## config.mk

```make
export PLATFORM = sky130hd
export DESIGN_NAME = pipe_hazard_unit
export DESIGN_NICKNAME = d
export VERILOG_FILES = /design/src/rtl/hazard_pkg.sv /design/src/rtl/hazard_match.sv /design/src/rtl/pipe_hazard_unit.sv
export SDC_FILE = /design/constraint.sdc
export NUM_CORES = 1
export LEC_CHECK = 0
export BUFFER_PORTS_ARGS = -buffer_cell sky130_fd_sc_hd__buf_2
export CAP_MARGIN = 20
export CORE_UTILIZATION = 35
export DETAILED_ROUTE_END_ITERATION = 8
export SLEW_MARGIN = 25
export SYNTH_ARGS = -nofsm -noshare
export SYNTH_HDL_FRONTEND = slang
export SYNTH_SLANG_ARGS = --single-unit
export TNS_END_PERCENT = 30
```

## constraint.sdc

```tcl
create_clock -name clk -period 4.85 [get_ports clk]
set_clock_uncertainty 0.2 [all_clocks]
set_input_delay 0 -clock clk [delete_from_list [all_inputs] [get_ports clk]]
set_output_delay 0 -clock clk [all_outputs]
set_load 0.02 [all_outputs]
```

## src/rtl/hazard_pkg.sv

```systemverilog
// hazard_pkg -- shared types and constants for the pipeline hazard unit.
//
// Contents:
//   sb_rec_t     scoreboard record {valid, wr, rd, is_load}; rd is sized for
//                the widest supported register number and zero-extended
//   SB_INVALID   the empty record shifted in for bubbles and reset
//   FWD_REGFILE  forward-select code meaning "read the register file"
//   STG_*        stage indices of EX, MEM and WB in the scoreboard
package hazard_pkg;

  localparam int REG_W_MAX = 8;

  localparam int FWD_REGFILE = 0;

  localparam int STG_EX  = 0;
  localparam int STG_MEM = 1;
  localparam int STG_WB  = 2;

  typedef struct packed {
    logic                 valid;
    logic                 wr;
    logic [REG_W_MAX-1:0] rd;
    logic                 is_load;
  } sb_rec_t;

  localparam sb_rec_t SB_INVALID = '0;

endpackage

```

## src/rtl/hazard_match.sv

```systemverilog
// hazard_match -- youngest-match priority encoder for one source operand.
//
// Ports:
//   src_use_i    source is actually read by the decode instruction
//   src_i        source register number
//   sb_i         scoreboard records, index 0 = youngest (EX)
//   hit_o        some stage will write this source
//   hit_stage_o  index of the youngest matching stage
//   hit_load_o   the youngest matching record is a load
//   fwd_o        forward select: FWD_REGFILE on no hit, else stage index + 1
module hazard_match
  import hazard_pkg::*;
#(
  parameter int NSTAGE = 3,
  parameter int REG_W  = 5,
  parameter int FW     = 2
) (
  input  logic                  src_use_i,
  input  logic [REG_W-1:0]      src_i,
  input  sb_rec_t [NSTAGE-1:0]  sb_i,
  output logic                  hit_o,
  output logic [FW-1:0]         hit_stage_o,
  output logic                  hit_load_o,
  output logic [FW-1:0]         fwd_o
);

  logic [NSTAGE-1:0] match;

  // r0 is hard-wired zero, so a write to it never creates a dependency.
  genvar gi;
  generate
    for (gi = 0; gi < NSTAGE; gi++) begin : g_match
      assign match[gi] = src_use_i && (src_i != '0) &&
                         sb_i[gi].valid && sb_i[gi].wr &&
                         (sb_i[gi].rd == REG_W_MAX'(src_i));
    end
  endgenerate

  // Scan oldest to youngest so the lowest matching index is left standing.
  always_comb begin
    hit_o       = 1'b0;
    hit_stage_o = '0;
    hit_load_o  = 1'b0;
    for (int i = NSTAGE - 1; i >= 0; i--) begin
      if (match[i]) begin
        hit_o       = 1'b1;
        hit_stage_o = FW'(i);
        hit_load_o  = sb_i[i].is_load;
      end
    end
  end

  assign fwd_o = hit_o ? (hit_stage_o + FW'(1)) : FW'(FWD_REGFILE);

endmodule

```

## src/rtl/pipe_hazard_unit.sv

```systemverilog
// pipe_hazard_unit -- scoreboard-based data-hazard detection and forwarding.
//
// Tracks NSTAGE in-flight records after decode (0=EX, 1=MEM, 2=WB, ...),
// picks forwarding sources for the decode operands and raises a stall when
// a value is not yet available.
//
// Build option: HAZARD_FWD_EN
//   defined   -> forwarding enabled; only a load younger than LOAD_STAGE stalls
//   undefined -> no forwarding; any pending write to a source interlocks
//
// Ports:
//   clk, resetn                 clock, asynchronous active-low reset
//   id_valid                    decode slot holds a real instruction
//   id_rs/id_rt, *_use          source registers and whether they are read
//   id_rf_nwe, id_rd, id_is_ram decode writes id_rd; it is a load
//   exe_stall                   multi-cycle EX unit is busy
//   flush                       kill the decode instruction
//   hazard_stall                hold PC and IF/ID
//   ex_bubble                   bubble inserted into EX this edge
//   rs_fwd, rt_fwd              0 = regfile, k = stage k-1
//   stage_valid                 per-stage scoreboard valid bits
module pipe_hazard_unit
  import hazard_pkg::*;
#(
  parameter  int NSTAGE     = 3,
  parameter  int LOAD_STAGE = 1,
  parameter  int REG_W      = 5,
  localparam int FW         = $clog2(NSTAGE + 1)
) (
  input  logic              clk,
  input  logic              resetn,
  input  logic              id_valid,
  input  logic [REG_W-1:0]  id_rs,
  input  logic [REG_W-1:0]  id_rt,
  input  logic              id_rs_use,
  input  logic              id_rt_use,
  input  logic              id_rf_nwe,
  input  logic [REG_W-1:0]  id_rd,
  input  logic              id_is_ram,
  input  logic              exe_stall,
  input  logic              flush,
  output logic              hazard_stall,
  output logic              ex_bubble,
  output logic [FW-1:0]     rs_fwd,
  output logic [FW-1:0]     rt_fwd,
  output logic [NSTAGE-1:0] stage_valid
);

  sb_rec_t [NSTAGE-1:0] sb_q;
  sb_rec_t [NSTAGE-1:0] sb_d;
  sb_rec_t              dec_rec;

  logic          rs_hit, rt_hit;
  logic          rs_ld, rt_ld;
  logic [FW-1:0] rs_stg, rt_stg;
  logic [FW-1:0] rs_fwd_m, rt_fwd_m;
  logic          dep_stall;
  logic          accept;

  hazard_match #(.NSTAGE(NSTAGE), .REG_W(REG_W), .FW(FW)) u_rs_match (
    .src_use_i   (id_rs_use),
    .src_i       (id_rs),
    .sb_i        (sb_q),
    .hit_o       (rs_hit),
    .hit_stage_o (rs_stg),
    .hit_load_o  (rs_ld),
    .fwd_o       (rs_fwd_m)
  );

  hazard_match #(.NSTAGE(NSTAGE), .REG_W(REG_W), .FW(FW)) u_rt_match (
    .src_use_i   (id_rt_use),
    .src_i       (id_rt),
    .sb_i        (sb_q),
    .hit_o       (rt_hit),
    .hit_stage_o (rt_stg),
    .hit_load_o  (rt_ld),
    .fwd_o       (rt_fwd_m)
  );

`ifdef HAZARD_FWD_EN
  // Load data only exists from LOAD_STAGE onward; a younger load must wait.
  localparam logic [FW-1:0] LOAD_IDX = FW'(LOAD_STAGE);

  assign dep_stall = (rs_hit && rs_ld && (rs_stg < LOAD_IDX)) ||
                     (rt_hit && rt_ld && (rt_stg < LOAD_IDX));
  assign rs_fwd    = rs_fwd_m;
  assign rt_fwd    = rt_fwd_m;
`else
  // Without bypass paths the consumer waits until the producer retires.
  logic unused_fwd;
  assign unused_fwd = ^{rs_ld, rt_ld, rs_stg, rt_stg, rs_fwd_m, rt_fwd_m};

  assign dep_stall = rs_hit | rt_hit;
  assign rs_fwd    = FW'(FWD_REGFILE);
  assign rt_fwd    = FW'(FWD_REGFILE);
`endif

  // A flushed instruction is dropped rather than stalled.
  assign hazard_stall = exe_stall | (id_valid & ~flush & dep_stall);
  assign ex_bubble    = ~exe_stall & id_valid & (flush | dep_stall);
  assign accept       = id_valid & ~flush & ~dep_stall;

  always_comb begin
    dec_rec         = SB_INVALID;
    dec_rec.valid   = 1'b1;
    dec_rec.wr      = id_rf_nwe;
    dec_rec.rd      = REG_W_MAX'(id_rd);
    dec_rec.is_load = id_is_ram;
  end

  // While EX is busy its record stays put and MEM receives a bubble; the
  // stages past MEM keep draining.
  assign sb_d[0] = exe_stall ? sb_q[0] : (accept ? dec_rec : SB_INVALID);

  genvar gi;
  generate
    for (gi = 1; gi < NSTAGE; gi++) begin : g_shift
      if (gi == 1) begin : g_mem
        assign sb_d[gi] = exe_stall ? SB_INVALID : sb_q[gi-1];
      end else begin : g_late
        assign sb_d[gi] = sb_q[gi-1];
      end
    end
    for (gi = 0; gi < NSTAGE; gi++) begin : g_valid
      assign stage_valid[gi] = sb_q[gi].valid;
    end
  endgenerate

  always_ff @(posedge clk or negedge resetn) begin
    if (!resetn) begin
      sb_q <= '0;
    end else begin
      sb_q <= sb_d;
    end
  end

endmodule

```

==> flow_summary.yaml, run 1 <==
timing:
  setup-violations-final: 0
  fmax_mhz: 390
  hold_ws_ps: 48.7
  final.period_utilization: 0.529
  finalCriticalPeriod_ps: 2570
  rsz0062_at_grt: "no"
  finalHoldViolCount: 0
  maxSlewViolCount: 0
  fin_setup_tns_ps: 0
clock_tree:
  cts_tree: "done"
  cts_resized: 0
  cts_num_sinks: 21
  cts_root_buf: "clkbuf_4"
  clock_path_buffers: 2
  htree_levels: 1
  insertion_delay_ps: 300
  numCtsBuffers: 3
  cts_setup_buffers: 0
  path_clk_slew_ps: 120
pwr:
  leakage_uw: 0.000712
  vdd_ir_drop_max_uv: 118
  power.density_nw_per_um2: 224
placed_design:
  dp_hpwl_um: 1910
  place_congestion: 0.777
  place.port_buffers: 27
hold_path:
  hold_class: "input port to asynchronous set/reset pin"
floorplanning:
  start_util: 0.381
  die-area_um2: 3670
  die_x_um: 60.6
  io_pins: 33
  core-area_um2: 3150
  die_y_um: 60.6
  rows: 20
route:
  wl_per_cell_um: 13.1
  drtAntennaViolNets: 0
  dr.pass1.iters: 2
  vias_per_cell: 4.79
  vias: 935
  routed_wl_um: 2560
  drt_iter0_markers: 24
  drc: 0
yosys:
  yosysWarnings: 0
  synth-seq-cells: 21
  async_flop_share: 1.00
  synth_area_um2: 1200
  synth-seq-area-share: 0.438
  yosys.area.top_type_share: 0.438
  synthCells: 108
  yosysTopAreaCell: "dfrtp_1"
  synth_area_per_cell_um2: 11.1
  synth_cell_types: 26
  ys.flop_type: "dfrtp_1"
  synth_edf_count: 0
  ys_top_cells_by_area: "dfrtp_1 44%, xor2_1 12%, xnor2_1 8.0%"
finish:
  drive_gt1_frac: 0.252
  layout_common_cells: "28 x buf_2, 21 x dfrtp_1, 17 x xor2_1, 17 x dlygate4sd3_1, 14 x nor2b_1"
  n_antenna_cell: 0
  finish.utilization: 0.490
  final_common_cell: "buf_2"
  nNetsFinal: 176
  syn_to_final_growth_pct: 28.7
run_status:
  status: "finished clean"
global_routing:
  grt_pass1_wl_um: 4130
  use_met1: 0.197
  globalRouteMet2Util: 0.283
  antenna_found_initial: 0
  grt_util_all_layers: 0.156
  grt_pass1_vias: 953
  grt_max_degree: 24
  busiest_layer: "met2"
  met3_usage: 0.0192
  grt_overflow: 0
critical_path:
  critPathArrivalTime_ps: 2560
  crit_fanout: 7
  endpoint_kind: "flip-flop"
  critPathLaunchType: "flip-flop"
  worstSetupPathType: "flip-flop to flip-flop"
  cp.required_ps: 4840
  r2r_cells: 7
job:
  max-cap-violations: 0
==> final cells by class <==
| class | instances | area [um^2] |
|---|---|---|
| Clock inverter | 1 | 5.00 |
| Fill cell | 302 | 1610 |
| Inverter | 2 | 7.51 |
| Sequential cell | 21 | 526 |
| Timing Repair Buffer | 45 | 310 |
| Tap cell | 44 | 55.1 |
| Multi-Input combinational cell | 79 | 618 |
| Clock buffer | 3 | 22.5 |
==> cells by family (layout without fill, tap and decap cells) <==
family	count (synthesis)	after routing	share of synthesized area
AO/OA/AOI/OAI	14	14	0.120
XOR/XNOR	28	28	0.204
buffers and inverters	11	51	0.0563
flip-flops	21	21	0.438
other	1	4	0.00313
AND/OR/NAND/NOR	33	33	0.178
==> synth_stat cells (2+ instances only) <==
| master | instances |
|---|---|
| nor4_1 | 4 |
| nand4_1 | 6 |
| or4_1 | 2 |
| inv_1 | 2 |
| clkbuf_1 | 2 |
| nor2b_1 | 14 |
| xnor2_1 | 11 |
| nand2_1 | 2 |
| a32o_1 | 6 |
| dfrtp_1 | 21 |
| xor2_1 | 17 |
| buf_4 | 7 |
==> routing by layer <==
layer | routed length [um] | share of wire
met1 | 1220 | 0.48
met2 | 1240 | 0.48
met3 | 91 | 0.036
met4 | 18 | 0.0070
met5 | 0 | 0
==> repair_timing <==
item	in CTS	in global routing
hold endpoints to repair	35	0
endpoints found under the setup margin	0	0
hold buffers	18	0
==> flip-flops by register name, indices dropped and copies added (netlist names) <==
signal       flops
sb_q            12
sb_d             6
stage_valid      3
==> where the power goes <==
group          switching, uW  internal, uW
clock network           54.3          30.7
registers               8.16           183
logic                   34.2          36.0
==> through the flow <==
stage	area, um^2	total power (uW)	setup slack (ps)	cells
final	1540	346	2280	195
after global routing	1540	365	2130	195
after CTS	1550	349	2250	195
after detailed placement	1340	254	2820	173
after global placement	1340	251	2840	173
after floorplan	1210	232	2830	111
==> worst max-delay path, cell delays in order (launching register included) <==
cell and delay, ps:
dfrtp_1 450, xor2_1 160, nor4_1 300, nand4_1 190
a31oi_4 290, nor2_4 90, a32o_1 220, dlygate4sd3_1 550
==> path summary, 6_finish.rpt <==
kind,startpoint,endpoint,slack [ps]
worst max-delay path,sb_q[3]$_DFFE_PN0N_,sb_q[3]$_DFFE_PN0N_,2280
worst min-delay path,resetn,sb_q[1]$_DFFE_PN0N_,50
worst max register to register,sb_q[3]$_DFFE_PN0N_,sb_q[3]$_DFFE_PN0N_,2280
worst min register to register,sb_d[31]$_DFF_PN0_,sb_q[31]$_DFF_PN0_,230
max in group asynchronous,resetn,sb_d[25]$_DFF_PN0_,4070
min in group clk,flush,hazard_stall,220
Power figures use the tool's default switching activity.
==> run 2: changes to the inputs <==
==> constraint.sdc (replaced) <==
create_clock -name clk -period 2.59 [get_ports clk]
set_clock_uncertainty 0.2 [all_clocks]
set_input_delay 0 -clock clk [delete_from_list [all_inputs] [get_ports clk]]
set_output_delay 0 -clock clk [all_outputs]
set_load 0.02 [all_outputs]
==> flow_summary.yaml, run 2 (synthesized netlist as in run 1, its figures left out) <==
placed_design:
  dp_hpwl_um: 1870
  pre_cts_slack_ps: 481
  place_congestion: 0.777
  dp.cells: 173
  postPlaceCellArea_um2: 1340
  place.port_buffers: 27
finish:
  final_cell_area_um2: 1500
  largest_reg_flops: 12
  n_antenna_cell: 0
  drive_gt1_frac: 0.267
  layout_common_cells: "28 x buf_2, 21 x dfrtp_1, 17 x xor2_1, 14 x nor2b_1, 12 x dlygate4sd3_1"
  final_cells: 190
  nNetsFinal: 171
  filler_cell_count: 319
  syn_to_final_growth_pct: 25.0
  final_common_cell: "buf_2"
  regMostFlops: "sb_q"
clock_tree:
  cts_tree: "done"
  htree_levels: 1
  numCtsBuffers: 3
  cts_num_sinks: 21
  insertion_delay_ps: 300
  cts_setup_buffers: 0
  cts_root_buf: "clkbuf_4"
  clock_path_buffers: 2
  path_clk_slew_ps: 120
global_routing:
  grt_pass1_vias: 891
  grt_util_all_layers: 0.152
  grt_max_degree: 24
  grt_overflow: 0
  grt_pass1_wl_um: 3970
  antenna_found_initial: 0
floorplanning:
  io_pins: 33
  start_util: 0.381
  die_y_um: 60.6
  die-area_um2: 3670
  die_x_um: 60.6
  rows: 20
  core-area_um2: 3150
route:
  vias_per_cell: 4.79
  drt_iter0_markers: 16
  vias: 911
  routed_wl_um: 2510
  wl_per_cell_um: 13.2
  dr.pass1.iters: 4
  drtAntennaViolNets: 0
  drc: 0
pwr:
  vdd_ir_drop_max_uv: 288
  p_int_uw: 462
  seqPwrFrac: 0.554
  p_clk_frac: 0.249
  comb_power_share: 0.197
  swShare: 0.284
  power.total_uw: 645
  power.density_nw_per_um2: 430
  leakage_uw: 0.000679
  p_sw_uw: 183
job:
  max-cap-violations: 0
timing:
  fmax_mhz: 411
  maxSlewViolCount: 0
  finalCriticalPeriod_ps: 2430
  final.period_utilization: 0.939
  finalWorstSetupSlack_ps: 159
  hold_ws_ps: 49.3
  setup-violations-final: 0
  finalHoldViolCount: 0
run_status:
  status: "finished clean"
critical_path:
  endpoint_kind: "flip-flop"
  critPathLaunchType: "flip-flop"
  r2r_cells: 6
  cp.required_ps: 2590
  crit_fanout: 4
  critPathArrivalTime_ps: 2430
  worstSetupPathType: "flip-flop to flip-flop"
hold_path:
  hold_class: "input port to asynchronous set/reset pin"
[run 2: changes by cell type in the layout (fill, tap and decap cells not counted), sizes merged]
cell / delta
dlygate4sd3: -5
[run 2: area by class of cell]
cell class                 instances  area [um^2]  area share
inverter                           2         7.51     0.00500
multi-input combinational         79          624       0.416
timing repair buffer              40          260       0.173
sequential                        21          526       0.350
clock buffer                       3         22.5      0.0150
clock inverter                     1         5.00     0.00334
tap                               44         55.1      0.0367
[run 2: worst paths after layout]
kind | start | slack, ps | end
hold / removal | resetn | 50 | stage_valid[0]$_DFFE_PN0N_
hold reg to reg | sb_d[31]$_DFF_PN0_ | 230 | sb_q[31]$_DFF_PN0_
min in group clk | id_rs_use | 90 | sb_q[1]$_DFFE_PN0N_
setup / recovery | sb_q[5]$_DFFE_PN0N_ | 160 | stage_valid[0]$_DFFE_PN0N_
max in group asynchronous | resetn | 1820 | sb_q[2]$_DFFE_PN0N_
setup reg to reg | sb_q[5]$_DFFE_PN0N_ | 160 | stage_valid[0]$_DFFE_PN0N_
[run 2: worst max-delay path, stage by stage, from the launching register on]
cell and delay (ps):
dfrtp_1 460, xor2_1 190, nor4_2 340, nand4_1 190, a31oi_4 290, o41ai_1 100, dlygate4sd3_1 560
[run 2: metrics by stage]
step | setup TNS, ps | utilization
after floorplan | 0 | -
after global placement | 0 | 0.425
after detailed placement | 0 | 0.425
after CTS | 0 | 0.475
after global routing | -2.89 | 0.476
final | 0 | 0.476
[run 2: power by group through the flow]
| stage | clock [uW] | sequential, uW | combinational, uW |
|---|---|---|---|
| after global placement | 0 | 363 | 107 |
| after CTS | 165 | 357 | 126 |
| final | 161 | 357 | 127 |
| after floorplan | 0 | 360 | 73.6 |
| after global routing | 182 | 359 | 141 |
| after detailed placement | 0 | 364 | 111 |
[run 2: timing repair]
action | in CTS | in global routing
endpoints found under the setup margin | 0 | 1
hold buffers | 13 | 0
hold endpoints to repair | 35 | 0
resized for setup | 0 | 1
[run 2: routing by layer]
layer / GRT usage / share of wire / vias to the layer above
li1: - / - / 452
met1: 0.191 / 0.48 / 424
met2: 0.265 / 0.47 / 33
met3: 0.0448 / 0.046 / 2
met4: 0.0195 / 0.0040 / 0
met5: 0 / 0 / -
==> run 3: changes to the inputs <==
--- a/config.mk
+++ b/config.mk
@@ -6,9 +6,10 @@
 export NUM_CORES = 1
 export LEC_CHECK = 0
 export BUFFER_PORTS_ARGS = -buffer_cell sky130_fd_sc_hd__buf_2
-export CAP_MARGIN = 20
-export CORE_UTILIZATION = 35
+export CAP_MARGIN = 25
+export CORE_UTILIZATION = 45
 export DETAILED_ROUTE_END_ITERATION = 8
+export PLACE_DENSITY = 0.7
 export SLEW_MARGIN = 25
 export SYNTH_ARGS = -nofsm -noshare
 export SYNTH_HDL_FRONTEND = slang
==> flow_summary.yaml, run 3 (synthesized netlist as in run 1, its figures left out) <==
placed_design:
  pre_cts_slack_ps: 564
  dp_hpwl_um: 1730
  place_congestion: 0.787
  place.port_buffers: 27
pwr:
  seqPwrFrac: 0.561
  leakage_uw: 0.000676
  p_int_uw: 464
  power.total_uw: 636
  swShare: 0.270
  p_clk_frac: 0.242
  p_sw_uw: 172
  vdd_ir_drop_max_uv: 339
  power.density_nw_per_um2: 431
  comb_power_share: 0.197
clock_tree:
  path_clk_slew_ps: 120
  htree_levels: 1
  insertion_delay_ps: 290
  clock_path_buffers: 2
  cts_tree: "done"
  cts_root_buf: "clkbuf_4"
  cts_num_sinks: 21
  numCtsBuffers: 3
floorplanning:
  die_y_um: 53.6
  rows: 18
  start_util: 0.480
  die_x_um: 53.6
  io_pins: 33
  die-area_um2: 2880
  core-area_um2: 2500
global_routing:
  grt_overflow: 0
  grt_pass1_wl_um: 3620
  antenna_found_initial: 0
  grt_max_degree: 24
  grt_util_all_layers: 0.179
  grt_pass1_vias: 841
route:
  drt_iter0_markers: 7
  vias: 884
  routed_wl_um: 2350
  drtAntennaViolNets: 0
  wl_per_cell_um: 13.3
  vias_per_cell: 5.02
  drc: 0
  dr.pass1.iters: 4
critical_path:
  r2r_end: "stage_valid[0]$_DFFE_PN0N_"
  worst_path_dominant_cell_family: "buffers and inverters"
  r2r_cells: 6
  cp.required_ps: 2580
  endpoint_kind: "flip-flop"
  critPathBufInv: 1
  worstSetupPathType: "flip-flop to flip-flop"
  critPathArrivalTime_ps: 2380
  crit_slowest_cell: "dlygate4sd3_1"
  crit_fanout: 4
  r2r_start: "sb_q[5]$_DFFE_PN0N_"
  critPathLaunchType: "flip-flop"
  critPathMaxStageDelay_ps: 570
  crit_chain: "xor2_1, nor4_1, nand4_1, a31oi_4, o41ai_1, dlygate4sd3_1"
  reg2reg_slack_ps: 200
timing:
  rsz0062_at_grt: "no"
  finalCriticalPeriod_ps: 2390
  final.period_utilization: 0.922
  finalWorstSetupSlack_ps: 202
  maxSlewViolCount: 0
  fin_setup_tns_ps: 0
  finalHoldViolCount: 0
  setup-violations-final: 0
  fmax_mhz: 419
finish:
  nNetsFinal: 171
  drive_gt1_frac: 0.253
  layout_common_cells: "28 x buf_2, 21 x dfrtp_1, 17 x xor2_1, 14 x nor2b_1, 12 x dlygate4sd3_1"
  syn_to_final_growth_pct: 22.9
  final_common_cell: "buf_2"
  n_antenna_cell: 0
  regMostFlops: "sb_q"
  largest_reg_flops: 12
job:
  max-cap-violations: 0
run_status:
  status: "finished clean"
hold_path:
  hold_class: "input port to asynchronous set/reset pin"
-- run 3: cell count changes in the layout (fill, tap and decap cells not counted), sizes merged --
cell | previous run | this run
clkinv | 1 | 0
clkbuf | 3 | 4
-- run 3: timing repair --
| action | 4_1_cts | 5_1_grt |
|---|---|---|
| hold buffers | 13 | 0 |
| resized for setup | 0 | 0 |
| hold endpoints to repair | 35 | 0 |
| setup buffers | 0 | 0 |
-- run 3: stage by stage --
step / hold slack, ps / util / instances / instance area (um^2)
after floorplan: -496 / - / 111 / 1210
after global placement: -231 / 0.530 / 159 / 1320
after detailed placement: -219 / 0.530 / 159 / 1320
after CTS: 100 / 0.592 / 176 / 1480
after global routing: 96.6 / 0.590 / 176 / 1480
final: 57.4 / 0.590 / 176 / 1480
-- run 3: layout make-up --
type,count,area (um^2)
clock buffers,4,26.3
fillers,224,1020
inverters,2,7.51
multi-input cells,79,618
flip-flops and latches,21,526
well taps,30,37.5
repair buffers,40,260
-- run 3: worst max-delay path by stage --
stage                                 end                start  cells after the start
2_1_floorplan                   ex_bubble   sb_d[26]$_DFF_PN0_                      6
3_3_place_gp          sb_q[1]$_DFFE_PN0N_  sb_q[5]$_DFFE_PN0N_                      6
3_5_place_dp          sb_q[3]$_DFFE_PN0N_  sb_q[5]$_DFFE_PN0N_                      6
4_1_cts        stage_valid[0]$_DFFE_PN0N_  sb_q[5]$_DFFE_PN0N_                      6
5_1_grt                         ex_bubble  sb_q[5]$_DFFE_PN0N_                      7
6_report       stage_valid[0]$_DFFE_PN0N_  sb_q[5]$_DFFE_PN0N_                      6
-- run 3: power groups by stage --
stage / clock network (uW) / logic [uW] / registers, uW
finish: 154 / 125 / 357
global route: 175 / 138 / 359
CTS: 160 / 126 / 357
detailed placement: 0 / 111 / 363
global placement: 0 / 106 / 363
floorplan: 0 / 73.6 / 360
-- run 3: worst min-delay path, delay by kind of cell --
kind | cells | cell delay (ps)
buffers and inverters | 3 | 1010
-- run 3: layer usage --
| metal | GRT usage | part of all wire | wire [um] | vias up |
|---|---|---|---|---|
| met5 | 0 | 0 | 0 | - |
| met4 | 0.0526 | 0.0038 | 9 | 0 |
| met3 | 0.0169 | 0.037 | 88 | 2 |
| met2 | 0.327 | 0.50 | 1180 | 29 |
| met1 | 0.220 | 0.45 | 1070 | 403 |
| li1 | - | - | - | 450 |
